===== config.mk =====
export PLATFORM = sky130hd
export DESIGN_NAME = stopwatch
export DESIGN_NICKNAME = d
export VERILOG_FILES = /design/src/rtl/stopwatch.sv
export SDC_FILE = /design/constraint.sdc
export NUM_CORES = 1
export LEC_CHECK = 0
export BUFFER_PORTS_ARGS = -buffer_cell sky130_fd_sc_hd__buf_4
export CAP_MARGIN = 20
export CORE_AREA = 2 2 64 66
export DETAILED_ROUTE_END_ITERATION = 8
export DIE_AREA = 0 0 66 68
export GPL_TIMING_DRIVEN = 0
export PLACE_DENSITY = 0.72
export SLEW_MARGIN = 10
export SYNTH_ARGS = -nofsm -noshare
export SYNTH_HDL_FRONTEND = slang
export SYNTH_SLANG_ARGS = --single-unit
export TNS_END_PERCENT = 5

===== constraint.sdc =====
create_clock -name clk -period 3.73 [get_ports clk]
set_clock_uncertainty 0.1 [all_clocks]
set_input_delay 0.1865 -clock clk [delete_from_list [all_inputs] [get_ports clk]]
set_output_delay 0.1865 -clock clk [all_outputs]
set_load 0.01 [all_outputs]

===== src/rtl/stopwatch.sv =====
// Count-up hours/minutes/seconds stopwatch with pause, clear, lap capture and
// saturation at MAX_HOURS:59:59. An internal prescaler derives the 1 s tick.
module stopwatch #(
    parameter int unsigned TICKS_PER_SEC = 1,
    parameter int unsigned MAX_HOURS     = 23
) (
    input  logic       clk,
    input  logic       reset,
    input  logic       start,
    input  logic       stop,
    input  logic       clear,
    input  logic       lap,
    output logic [4:0] hours_o,
    output logic [5:0] mins_o,
    output logic [5:0] secs_o,
    output logic [4:0] lap_hours_o,
    output logic [5:0] lap_mins_o,
    output logic [5:0] lap_secs_o,
    output logic       lap_valid_o,
    output logic       running_o,
    output logic       overflow_o
);

    localparam int unsigned PW = (TICKS_PER_SEC > 1) ? $clog2(TICKS_PER_SEC) : 1;
    localparam logic [PW-1:0] PRESC_LAST = PW'(TICKS_PER_SEC - 1);
    localparam logic [4:0] HOURS_MAX = 5'(MAX_HOURS);

    typedef enum logic [1:0] {StIdle, StRun, StPause, StDone} state_e;

    state_e        state_q, state_d;
    logic [PW-1:0] presc_q, presc_d;
    logic [4:0]    hours_q, hours_d, lap_hours_q, lap_hours_d;
    logic [5:0]    mins_q, mins_d, lap_mins_q, lap_mins_d;
    logic [5:0]    secs_q, secs_d, lap_secs_q, lap_secs_d;
    logic          lap_valid_q, lap_valid_d;
    logic          at_max;

    assign at_max = (hours_q == HOURS_MAX) && (mins_q == 6'd59) && (secs_q == 6'd59);

    always_comb begin
        state_d     = state_q;
        presc_d     = presc_q;
        hours_d     = hours_q;
        mins_d      = mins_q;
        secs_d      = secs_q;
        lap_hours_d = lap_hours_q;
        lap_mins_d  = lap_mins_q;
        lap_secs_d  = lap_secs_q;
        lap_valid_d = lap_valid_q;

        if (clear) begin
            state_d     = StIdle;
            presc_d     = '0;
            hours_d     = '0;
            mins_d      = '0;
            secs_d      = '0;
            lap_hours_d = '0;
            lap_mins_d  = '0;
            lap_secs_d  = '0;
            lap_valid_d = 1'b0;
        end else begin
            // Lap captures the count as currently displayed, before any tick this cycle.
            if (lap && (state_q != StIdle)) begin
                lap_hours_d = hours_q;
                lap_mins_d  = mins_q;
                lap_secs_d  = secs_q;
                lap_valid_d = 1'b1;
            end

            unique case (state_q)
                StIdle: begin
                    if (start && !stop) begin
                        state_d = StRun;
                        presc_d = '0;
                    end
                end
                StRun: begin
                    if (stop) begin
                        state_d = StPause;
                    end else if (presc_q == PRESC_LAST) begin
                        presc_d = '0;
                        if (at_max) begin
                            state_d = StDone;
                        end else if (secs_q == 6'd59) begin
                            secs_d = '0;
                            if (mins_q == 6'd59) begin
                                mins_d  = '0;
                                hours_d = hours_q + 5'd1;
                            end else begin
                                mins_d = mins_q + 6'd1;
                            end
                        end else begin
                            secs_d = secs_q + 6'd1;
                        end
                    end else begin
                        presc_d = presc_q + PW'(1);
                    end
                end
                StPause: begin
                    if (start && !stop) begin
                        state_d = StRun;
                    end
                end
                StDone: begin
                end
            endcase
        end
    end

    always_ff @(posedge clk or negedge reset) begin
        if (!reset) begin
            state_q     <= StIdle;
            presc_q     <= '0;
            hours_q     <= '0;
            mins_q      <= '0;
            secs_q      <= '0;
            lap_hours_q <= '0;
            lap_mins_q  <= '0;
            lap_secs_q  <= '0;
            lap_valid_q <= 1'b0;
        end else begin
            state_q     <= state_d;
            presc_q     <= presc_d;
            hours_q     <= hours_d;
            mins_q      <= mins_d;
            secs_q      <= secs_d;
            lap_hours_q <= lap_hours_d;
            lap_mins_q  <= lap_mins_d;
            lap_secs_q  <= lap_secs_d;
            lap_valid_q <= lap_valid_d;
        end
    end

    assign hours_o     = hours_q;
    assign mins_o      = mins_q;
    assign secs_o      = secs_q;
    assign lap_hours_o = lap_hours_q;
    assign lap_mins_o  = lap_mins_q;
    assign lap_secs_o  = lap_secs_q;
    assign lap_valid_o = lap_valid_q;
    assign running_o   = (state_q == StRun);
    assign overflow_o  = (state_q == StDone);

endmodule


# Word level (Yosys, flattened, before mapping)
# Cells that the tools add are included.
# op_classes
addsub,4
eq_ne,14
muxes,39
reduce_logical,19
# ops
op,count
$mux 6,17
$mux 5,9
$add 6x1->6 const B,2
$eq 6x6->1 const B,2
$mux 2,5
$reduce_bool 2->1,5
$reduce_and 4->1,2
$mux 1,6
$ne 3x3->1 const B,2
$reduce_and 6->1,1
$reduce_bool 3->1,2
$add 5x1->5 const B,1
$eq 5x5->1 const B,1
$reduce_and 5->1,1
$eq 2x2->1 const B,2
$logic_and 1x1->1,4
$ne 2x2->1 const B,2
$ne 4x3->1 const B,1
$ne 4x4->1 const B,1
$pmux 2 s2,1
$ne 3x1->1 const B,1
$reduce_and 3->1,1
$eq 2x1->1 const B,1
$logic_not 2->1,1
other kinds (5),5
# totals
ff_bits,38
inputBits,6
elab_cells,85

# Longest topological paths before layout
# Gate-level depths: netlist of run 1.
# depth
word_depth,8
mapped_depth,7
ltp_nobuf,5

# Worst setup path before layout of run 1
# Ideal clock, no wire load.
# synth_path
kind,register to register
startpoint,reg hours_q[0] (netlist: hours_o[0])
endpoint,reg mins_q[4] (netlist: mins_o[4])
setup_time_ns,0.140
arrival_ns,1.738
setup_slack_ns,1.752
path_stages_with_launch,8
period_less_slack_ns,1.978
path_cell_list,dfrtp_1 -> ha_1 -> and4b_1 -> buf_2 -> and4b_1 -> clkbuf_1 -> o311ai_0 -> o41ai_1
# synth_between
elab_chain_len,5
# synth_lines
item,line,text
"start, declared",32,"logic [4:0] hours_q, hours_d, lap_hours_q, lap_hours_d;"
"start signal, assigned",124,hours_q <= hours_d;
$eq 5x5->1,38,assign at_max = (hours_q == HOURS_MAX) && (mins_q == 6'd59) && (secs_q == 6'd59);
$logic_and 1x1->1 (2 in a row),38,
$ne 2x2->1 (no source line),--,
$reduce_and 5->1 (no source line),--,
"end signal, assigned",125,mins_q <= mins_d;
"end, declared",33,"logic [5:0] mins_q, mins_d, lap_mins_q, lap_mins_d;"
# No other way between the ends.
# A chain may end at the register's enable or synchronous reset.

# Worst setup path after layout of run 1
# layout_path
startpoint,reg hours_q[0] (netlist: hours_o[0])
endpoint,reg secs_q[3] (netlist: secs_o[3])
# layout_between
elab_chain_len,5
# layout_lines
item,line,text
$eq 5x5->1,38,
$logic_and 1x1->1 (2 in a row),38,
$ne 2x2->1 (no source line),--,
$reduce_and 4->1 (no source line),--,
"end signal, assigned",126,secs_q <= secs_d;
"end, declared",34,"logic [5:0] secs_q, secs_d, lap_secs_q, lap_secs_d;"
# No other way between the ends.

==> run metrics, run 1 <==
leak pwr=1.013 nW; Worst-Margin Slew=0.6402 ns; FFs w/ async S/R, synth=100.0%; Iteration-0 DRC Markers=56; Antenna Cells=0; Pwr per Cell Area=346.1 nW/µm²; initial antenna violation count=0; total core area=3856 µm²; Boundary Pins=43; final net count=253; vias in the first global route=1541; Net Sw Frac=20.84%; first-pass GRT wire length=7072 µm; Via Count=1657; Yosys top cell by area=dfrtp_1; hold_sp=start; post-synth net total=204; post-DR vias/cell=5.617; final WL=4160 µm; clock sinks=37; fin crit share=59.48%; Gates resized, CTS repair=0; Initial Utilization=46.98%; Layout Area Growth over Synthesis=27.42%; # port buffers=41; CP arrival=2.31 ns; Ys Warns=0; global-route usage over all layers=20.48%; total grt overflow=0; status=finished clean; Syn Area/Cell=9.291 µm²; Worst Hold End=state_q[0]; Post-Synthesis Cell Area=1812 µm²; Seq pwr share=50.8%; Power, Total=0.7990 mW; CP max FO=8; Int Pwr=0.6325 mW; minimum clock period=2.218 ns; final setup TNS=0 ns; top cells by area, synth=dfrtp_1, a21oi_1, nand2_1; Die Ht=68 µm; Filler cells=347; most frequent cells after synthesis=nand2_1, dfrtp_1, a21oi_1; DP HPWL=2887 µm; FMAX=0.4508 GHz; crit path launch type=register; layout cell share with drive strength beyond 1=21.63%; sequential fraction of the synthesis area=51.10%; synthesized flop and latch total=37; Max-cap violations=0; hold_buf cts=1; hold depth=3; Setup CP Type=register to register; Die W=66 µm; Fin. Hold Viols=0; CTS Buf Count=5; RSZ-0062 raised after global routing=no; DRT antenna net count=0; Worst Reg-to-Reg Cells=7; CP Data Required Time=3.82 ns; count leader, synth=nand2_1; relative slew slack=57.04%; die area=4488 µm²; share of power burned in the clock network=44.2%; VDD IR max=0.2203 mV; FF-to-FF Start=hours_o[0]; top-area cell type share of the netlist area=51.10%; CTS tree=done; H-tree levels=2; Worst-path clk slew=0.07 ns; postcts setup bufs=0; DRC Markers=0; reg2reg end=secs_o[3]; largest net degree at the start of global routing=38; DR WL/cell=14.10 µm; Syn Inst Count=195; Critical Path Sink Type=register; Psw=0.1665 mW; Post-synth EDFFs=0; Rows=23; r2r setup slk=1.51 ns; Root Driver=clkbuf_8; Final setup viols=0; Hold WC Path Type=input pin to register; Post-synth top flop=dfrtp_1; synth unique cells=42; GP Congestion=0.8279; Clock Path Buffers=2; Gate power share=5.0%; worst-skew pair later-pin latency=0.28 ns; DR pass1 iterations=4; Final Slew Violations=0
[routing by layer]
layer / track usage, % / vias to the layer above / share of wire, %
met5: 0 / - / 0
met4: 7.398 / 0 / 1.1
met3: 3.783 / 5 / 6.6
met2: 33.33 / 57 / 47
met1: 27.62 / 790 / 45
li1: - / 805 / -
[critical path: stages, from the launching register on]
cell      delay, ns
dfrtp_1        0.46
ha_1           0.22
and4b_1        0.18
buf_2          0.17
and4b_1        0.20
clkbuf_1       0.35
a21oi_1        0.18
a311oi_1       0.27
[power by group through the flow]
stage	clock network, mW	logic, mW	registers (mW)
5_1_grt	0.380	0.0458	0.406
2_1_floorplan	0	0.0180	0.413
3_3_place_gp	0	0.0404	0.413
6_report	0.353	0.0399	0.406
3_5_place_dp	0	0.0403	0.413
4_1_cts	0.360	0.0412	0.405
[final cells by class]
class	count	area [µm²]	area share (%)
Multi-Input combinational cell	141	819.5	35.50
Inverter	5	18.77	0.8130
Sequential cell	37	925.9	40.11
Tap cell	50	62.56	2.710
Clock inverter	1	30.03	1.301
Buffer	12	47.55	2.060
Clock buffer	7	86.33	3.740
Timing Repair Buffer	42	317.8	13.77
[worst max path at each step]
stage | startpoint | to | slack [ns] | cells after the start
2_1_floorplan | hours_o[0] | mins_o[4] | 1.75 | 7
3_3_place_gp | hours_o[0] | secs_o[3] | 1.57 | 7
3_5_place_dp | hours_o[0] | secs_o[3] | 1.56 | 7
4_1_cts | hours_o[0] | secs_o[3] | 1.54 | 7
5_1_grt | hours_o[0] | secs_o[1] | 1.34 | 7
6_report | hours_o[0] | secs_o[3] | 1.51 | 7
[flip-flops by register name, summed over array words and instances, names as in the netlist]
name and count:
hours_o 5, mins_o 6, lap_secs_o 6, lap_hours_o 5, lap_valid_o 1, lap_mins_o 6, state_q 2, secs_o 6
[cells in the final DEF, fill, tap and decap left out, types with 3 or more instances in the layout]
cell	netlist	routed
inv_1	5	5
nand2_1	40	40
clkbuf_8	0	6
ha_1	3	3
a21oi_1	30	30
nand4_1	3	3
nor2_1	6	6
clkbuf_1	9	10
o21ai_0	5	5
dfrtp_1	37	37
nand3_1	5	5
nor3_1	4	4
o31ai_1	5	5
or4_1	6	6
buf_4	0	41
[per-stage QoR]
stage                     utilization [%]  hold WS, ns  area [µm²]  setup WS (ns)  std cells
after global routing                59.86       0.1053        2308          1.338        295
after floorplan                         -      -0.2091        1812          1.752        195
final                               59.86      0.08577        2308          1.512        295
after detailed placement            56.59      0.07782        2182          1.563        286
after global placement              56.59      0.07901        2182          1.572        286
after CTS                           59.86      0.08026        2308          1.543        295
[cells by family after synthesis]
logic type | count (synthesis) | share of synthesized area (%)
buffers and inverters | 17 | 3.660
muxes | 1 | 0.5525
xor gates and xnor gates | 1 | 0.4835
AOI/OAI and AO/OA | 53 | 17.54
and+or+nand+nor | 83 | 24.59
DFF | 37 | 51.11
adders and majority gates | 3 | 2.072
Note: power is estimated with default switching activity, not from simulation.
==> run 2: changes to the inputs <==
--- a/config.mk
+++ b/config.mk
@@ -7,11 +7,11 @@
 export LEC_CHECK = 0
 export BUFFER_PORTS_ARGS = -buffer_cell sky130_fd_sc_hd__buf_4
 export CAP_MARGIN = 20
-export CORE_AREA = 2 2 64 66
+export CORE_AREA = 2 2 65 67
 export DETAILED_ROUTE_END_ITERATION = 8
-export DIE_AREA = 0 0 66 68
+export DIE_AREA = 0 0 67 69
 export GPL_TIMING_DRIVEN = 0
-export PLACE_DENSITY = 0.72
+export PLACE_DENSITY = 0.73
 export SLEW_MARGIN = 10
 export SYNTH_ARGS = -nofsm -noshare
 export SYNTH_HDL_FRONTEND = slang
==> constraint.sdc (replaced) <==
create_clock -name clk -period 1.8 [get_ports clk]
set_clock_uncertainty 0.1 [all_clocks]
set_input_delay 0.09 -clock clk [delete_from_list [all_inputs] [get_ports clk]]
set_output_delay 0.09 -clock clk [all_outputs]
set_load 0.01 [all_outputs]
==> run 2 against run 1 <==
Compared with the run above:
- the run now ends with negative setup slack left
- worst setup slack got worse by 1.6 ns
- sequential cell count unchanged
- global-route usage is 2.4 points higher
- via count up 3.6%
- non-clock buffer count is 10 higher
- critical path type unchanged
==> run metrics, run 2 (same netlist as run 1, synthesis figures left out) <==
RSZ-0062 raised after global routing=yes; minimum clock period=1.839 ns; Iteration-0 DRC Markers=132; die area=4623 µm²; Layout Area Growth over Synthesis=36.12%; Crit path largest cell delay=0.50 ns; CP Data Required Time=1.90 ns; GP Congestion=0.8330; fin crit share=102.2%; total grt overflow=0; Clock Path Buffers=2; layout cell share with drive strength beyond 1=33.73%; Filler cells=351; relative slew slack=63.75%; DRT antenna net count=0; Antenna Cells=0; failing checks=negative setup slack; CP max FO=10; leak pwr=1.050 nW; CTS Buf Count=5; setup slack after layout=-0.03946 ns; crit path launch type=register; CTS tree=done; most common cell after layout, fill and taps aside=buf_4; Rows=23; DRC Markers=0; Fin. Hold Viols=0; total core area=3914 µm²; Root Driver=clkbuf_8; final net count=263; first-pass GRT wire length=8128 µm; status=finished, violations left; # port buffers=41; clock sinks=37; Final setup viols=4; post-DR vias/cell=5.630; Boundary Pins=43; largest net degree at the start of global routing=38; Worst-Margin Slew=0.5437 ns; Die Ht=69 µm; Pwr per Cell Area=608.2 nW/µm²; CP cell instances=nor3b_4 -> nand3_4 -> or4_1 -> a211oi_1; slowest CP cell=or4_1; final WL=4730 µm; Max-cap violations=0; Die W=67 µm; worst-skew pair later-pin latency=0.29 ns; FMAX=0.5436 GHz; Worst-path clk slew=0.07 ns; DR pass1 iterations=4; final design utilization=63.01%; Via Count=1717; CP arrival=1.94 ns; H-tree levels=2; Initial Utilization=46.29%; Critical Path Sink Type=register; global-route usage over all layers=22.88%; DR WL/cell=15.51 µm; DP Worst Slack=-0.2428 ns; Power, Total=1.500 mW; DP HPWL=3076 µm; vias in the first global route=1672; Setup CP Type=register to register; Hold WC Path Type=input pin to register; most frequent cells in the layout=buf_4, nand2_1, dfrtp_1, a21oi_1, dfrtp_2; Final Slew Violations=0; VDD IR max=0.4300 mV; initial antenna violation count=0
==> run 2: routing by layer <==
metal / GRT usage [%] / up-vias / part of all wire [%]
met2: 36.52 / 55 / 50
met4: 7.937 / 0 / 1.3
li1: - / 825 / -
met3: 3.100 / 6 / 6.3
met5: 0 / - / 0
met1: 31.58 / 831 / 42
==> run 2: layout make-up <==
cell class / count / area (µm²) / area share [%]
flip-flops and latches: 37 / 935.9 / 37.95
multi-input cells: 141 / 889.6 / 36.07
repair buffers: 53 / 402.9 / 16.34
plain buffers: 11 / 73.82 / 2.993
clock buffers: 6 / 72.57 / 2.943
well taps: 50 / 62.56 / 2.537
inverters: 5 / 18.77 / 0.7610
clock inverters: 2 / 10.01 / 0.4059
==> run 2: final timing paths <==
kind                       depth (start not counted)  slack, ns       start    endpoint
setup / recovery                                   4      -0.04  state_q[1]   mins_o[5]
hold / removal                                     4       0.04        stop  state_q[0]
setup reg to reg                                   4      -0.04  state_q[1]   mins_o[5]
hold reg to reg                                    1       0.39   mins_o[4]   mins_o[4]
max in group asynchronous                          2       1.05       reset  hours_o[0]
min in group asynchronous                          2       0.19       reset  hours_o[2]
==> run 2: critical path: cells and delay by family (launching register included) <==
kind,cells,cell delay [ns]
AOI/OAI and AO/OA,1,0.21
and+or+nand+nor,3,0.98
DFF,1,0.47
==> run 2: metrics by stage <==
stage          hold WS, ns  cell area [µm²]  std cells  setup TNS (ns)
2_1_floorplan      -0.3056             1837        195        -0.04227
3_3_place_gp      -0.01815             2207        286          -3.088
3_5_place_dp      -0.01780             2207        286          -3.836
4_1_cts            0.03396             2402        302         -0.1419
5_1_grt            0.07295             2466        305         -0.8750
6_report           0.03756             2466        305         -0.1021
==> run 2: repair_timing <==
action | in CTS | in global routing
hold buffers | 2 | 0
buffers inserted | 7 | 3
hold endpoints to repair | 38 | 0
gates resized for setup | 15 | 12
pin swaps | 1 | 5
setup endpoints to repair | 25 | 23
==> run 2: power by group <==
group          internal (mW)  total [mW]  switching (mW)  leakage (nW)
combinational         0.0315      0.0957          0.0642         0.502
sequential             0.836       0.842         0.00594         0.503
clock                  0.268       0.563           0.294        0.0450
==> run 3: changes to the inputs <==
--- a/config.mk
+++ b/config.mk
@@ -12,6 +12,7 @@
 export DIE_AREA = 0 0 67 69
 export GPL_TIMING_DRIVEN = 0
 export PLACE_DENSITY = 0.73
+export SETUP_SLACK_MARGIN = 0.05
 export SLEW_MARGIN = 10
 export SYNTH_ARGS = -nofsm -noshare
 export SYNTH_HDL_FRONTEND = slang
==> run 3 against run 2 <==
Compared with the run above:
- the run still ends with negative setup slack left
- die area unchanged
- cell area increased by 1.7%
- register-to-register slack about the same
- highest routed layer unchanged
- clock power decreased by 0.9%
- clock-buffer cell count unchanged
- routed wire length increased by 5.8%
- critical path depth increased by 2
- largest power group unchanged
==> run metrics, run 3 (same netlist as run 1, synthesis figures left out) <==
relative slew slack=63.46%; layout cell share with drive strength beyond 1=35.14%; post-DR vias/cell=5.718; Hold WC Path Type=input pin to register; CP Data Required Time=1.86 ns; Crit path largest cell delay=0.38 ns; fin crit share=102.0%; initial antenna violation count=0; DP HPWL=3076 µm; Die Ht=69 µm; DP Worst Slack=-0.2428 ns; Pwr per Cell Area=596.7 nW/µm²; worst-skew pair later-pin latency=0.29 ns; Fin. Hold Viols=0; DRT antenna net count=0; delay-heaviest family, CP=simple AND/OR/NAND/NOR gates; clock sinks=37; dpl cell area=2207 µm²; DRC Markers=0; Worst-path clk slew=0.07 ns; leak pwr=1.076 nW; slowest CP cell=dfrtp_1; Finished Cell Area=2507 µm²; minimum clock period=1.835 ns; CP arrival=1.90 ns; first-pass GRT wire length=8452 µm; Initial Utilization=46.29%; FMAX=0.5449 GHz; CP max FO=9; # port buffers=41; H-tree levels=2; most common cell after layout, fill and taps aside=buf_4; final WL=5004 µm; Max-cap violations=0; Boundary Pins=43; Final Slew Violations=0; Via Count=1767; CTS tree=done; vias in the first global route=1742; total grt overflow=0; global-route usage over all layers=23.78%; multi-input logic area=909.6 µm²; Bufs and invs on worst path=2; Hold WS=0.03201 ns; GP Congestion=0.8330; crit path launch type=register; CTS Buf Count=5; Rows=23; Setup CP Type=register to register; status=finished, violations left; Root Driver=clkbuf_8; register area=933.4 µm²; VDD IR max=0.4221 mV; failing checks=negative setup slack; most frequent cells in the layout=buf_4, nand2_1, dfrtp_1, a21oi_1; Filler cells=344; final net count=267; DR WL/cell=16.19 µm; Critical Path Sink Type=register; largest net degree at the start of global routing=38; RSZ-0062 raised after global routing=yes; Die W=67 µm; Worst-Margin Slew=0.5481 ns; total core area=3914 µm²; final setup TNS=-0.04669 ns; Final setup viols=2; DR pass1 iterations=4; Iteration-0 DRC Markers=136; Clock Path Buffers=2; Layout Area Growth over Synthesis=38.40%; Antenna Cells=0; die area=4623 µm²; CP cell instances=buf_6 -> nor3b_4 -> nand3_2 -> buf_4 -> o31ai_1 -> a211oi_2; setup slack after layout=-0.03516 ns
## run 3: worst paths after layout
kind | slack (ns) | to | cells after the start | startpoint
max | -0.04 | mins_o[5] | 6 | state_q[1]
min reg2reg | 0.40 | lap_valid_o | 2 | lap_valid_o
min | 0.03 | state_q[0] | 4 | stop
min in group asynchronous | 0.20 | mins_o[5] | 2 | reset
max in group asynchronous | 1.05 | hours_o[0] | 2 | reset
max reg2reg | -0.04 | mins_o[5] | 6 | state_q[1]
## run 3: layout make-up
cell class | instances | share of cell area [%]
Sequential cell | 37 | 37.23
Multi-Input combinational cell | 142 | 36.28
Timing Repair Buffer | 55 | 16.67
Buffer | 12 | 3.293
Clock buffer | 6 | 2.894
Tap cell | 50 | 2.495
Inverter | 5 | 0.7485
Clock inverter | 2 | 0.3992
## run 3: tightest hold or removal path, cell delays in order
cell,delay (ns)
buf_4,0.12
inv_1,0.05
nand2_1,0.07
a21oi_1,0.06
## run 3: layer usage
| metal | wire length, µm | GRT usage [%] | share of wire [%] | vias to the layer above |
|---|---|---|---|---|
| met5 | 0 | 0 | 0 | - |
| met4 | 94 | 10.88 | 1.9 | 0 |
| met3 | 333 | 3.426 | 6.7 | 10 |
| met2 | 2529 | 37.51 | 51 | 72 |
| met1 | 2046 | 31.91 | 41 | 848 |
| li1 | - | - | - | 837 |
## run 3: power breakdown
group	leakage [nW]	internal [mW]	total [mW]	switching, mW
sequential	0.506	0.836	0.840	0.00431
combinational	0.525	0.0318	0.0979	0.0661
clock	0.0450	0.268	0.558	0.290
## run 3: what timing repair did
item	4_1_cts	5_1_grt
setup buffers	12	0
endpoints found under the setup margin	26	27
endpoints found under the hold margin	38	0
hold buffers	2	0
gates cloned	1	0
pin swaps	6	3
gates resized for setup	23	7
## run 3: metrics by stage
step	total power, mW	util, %	std cells
floorplan	0.8943	-	195
global placement	0.9397	56.39	286
global route	1.557	64.07	309
detailed placement	0.9412	56.39	286
CTS	1.501	63.78	309
finish	1.496	64.07	309
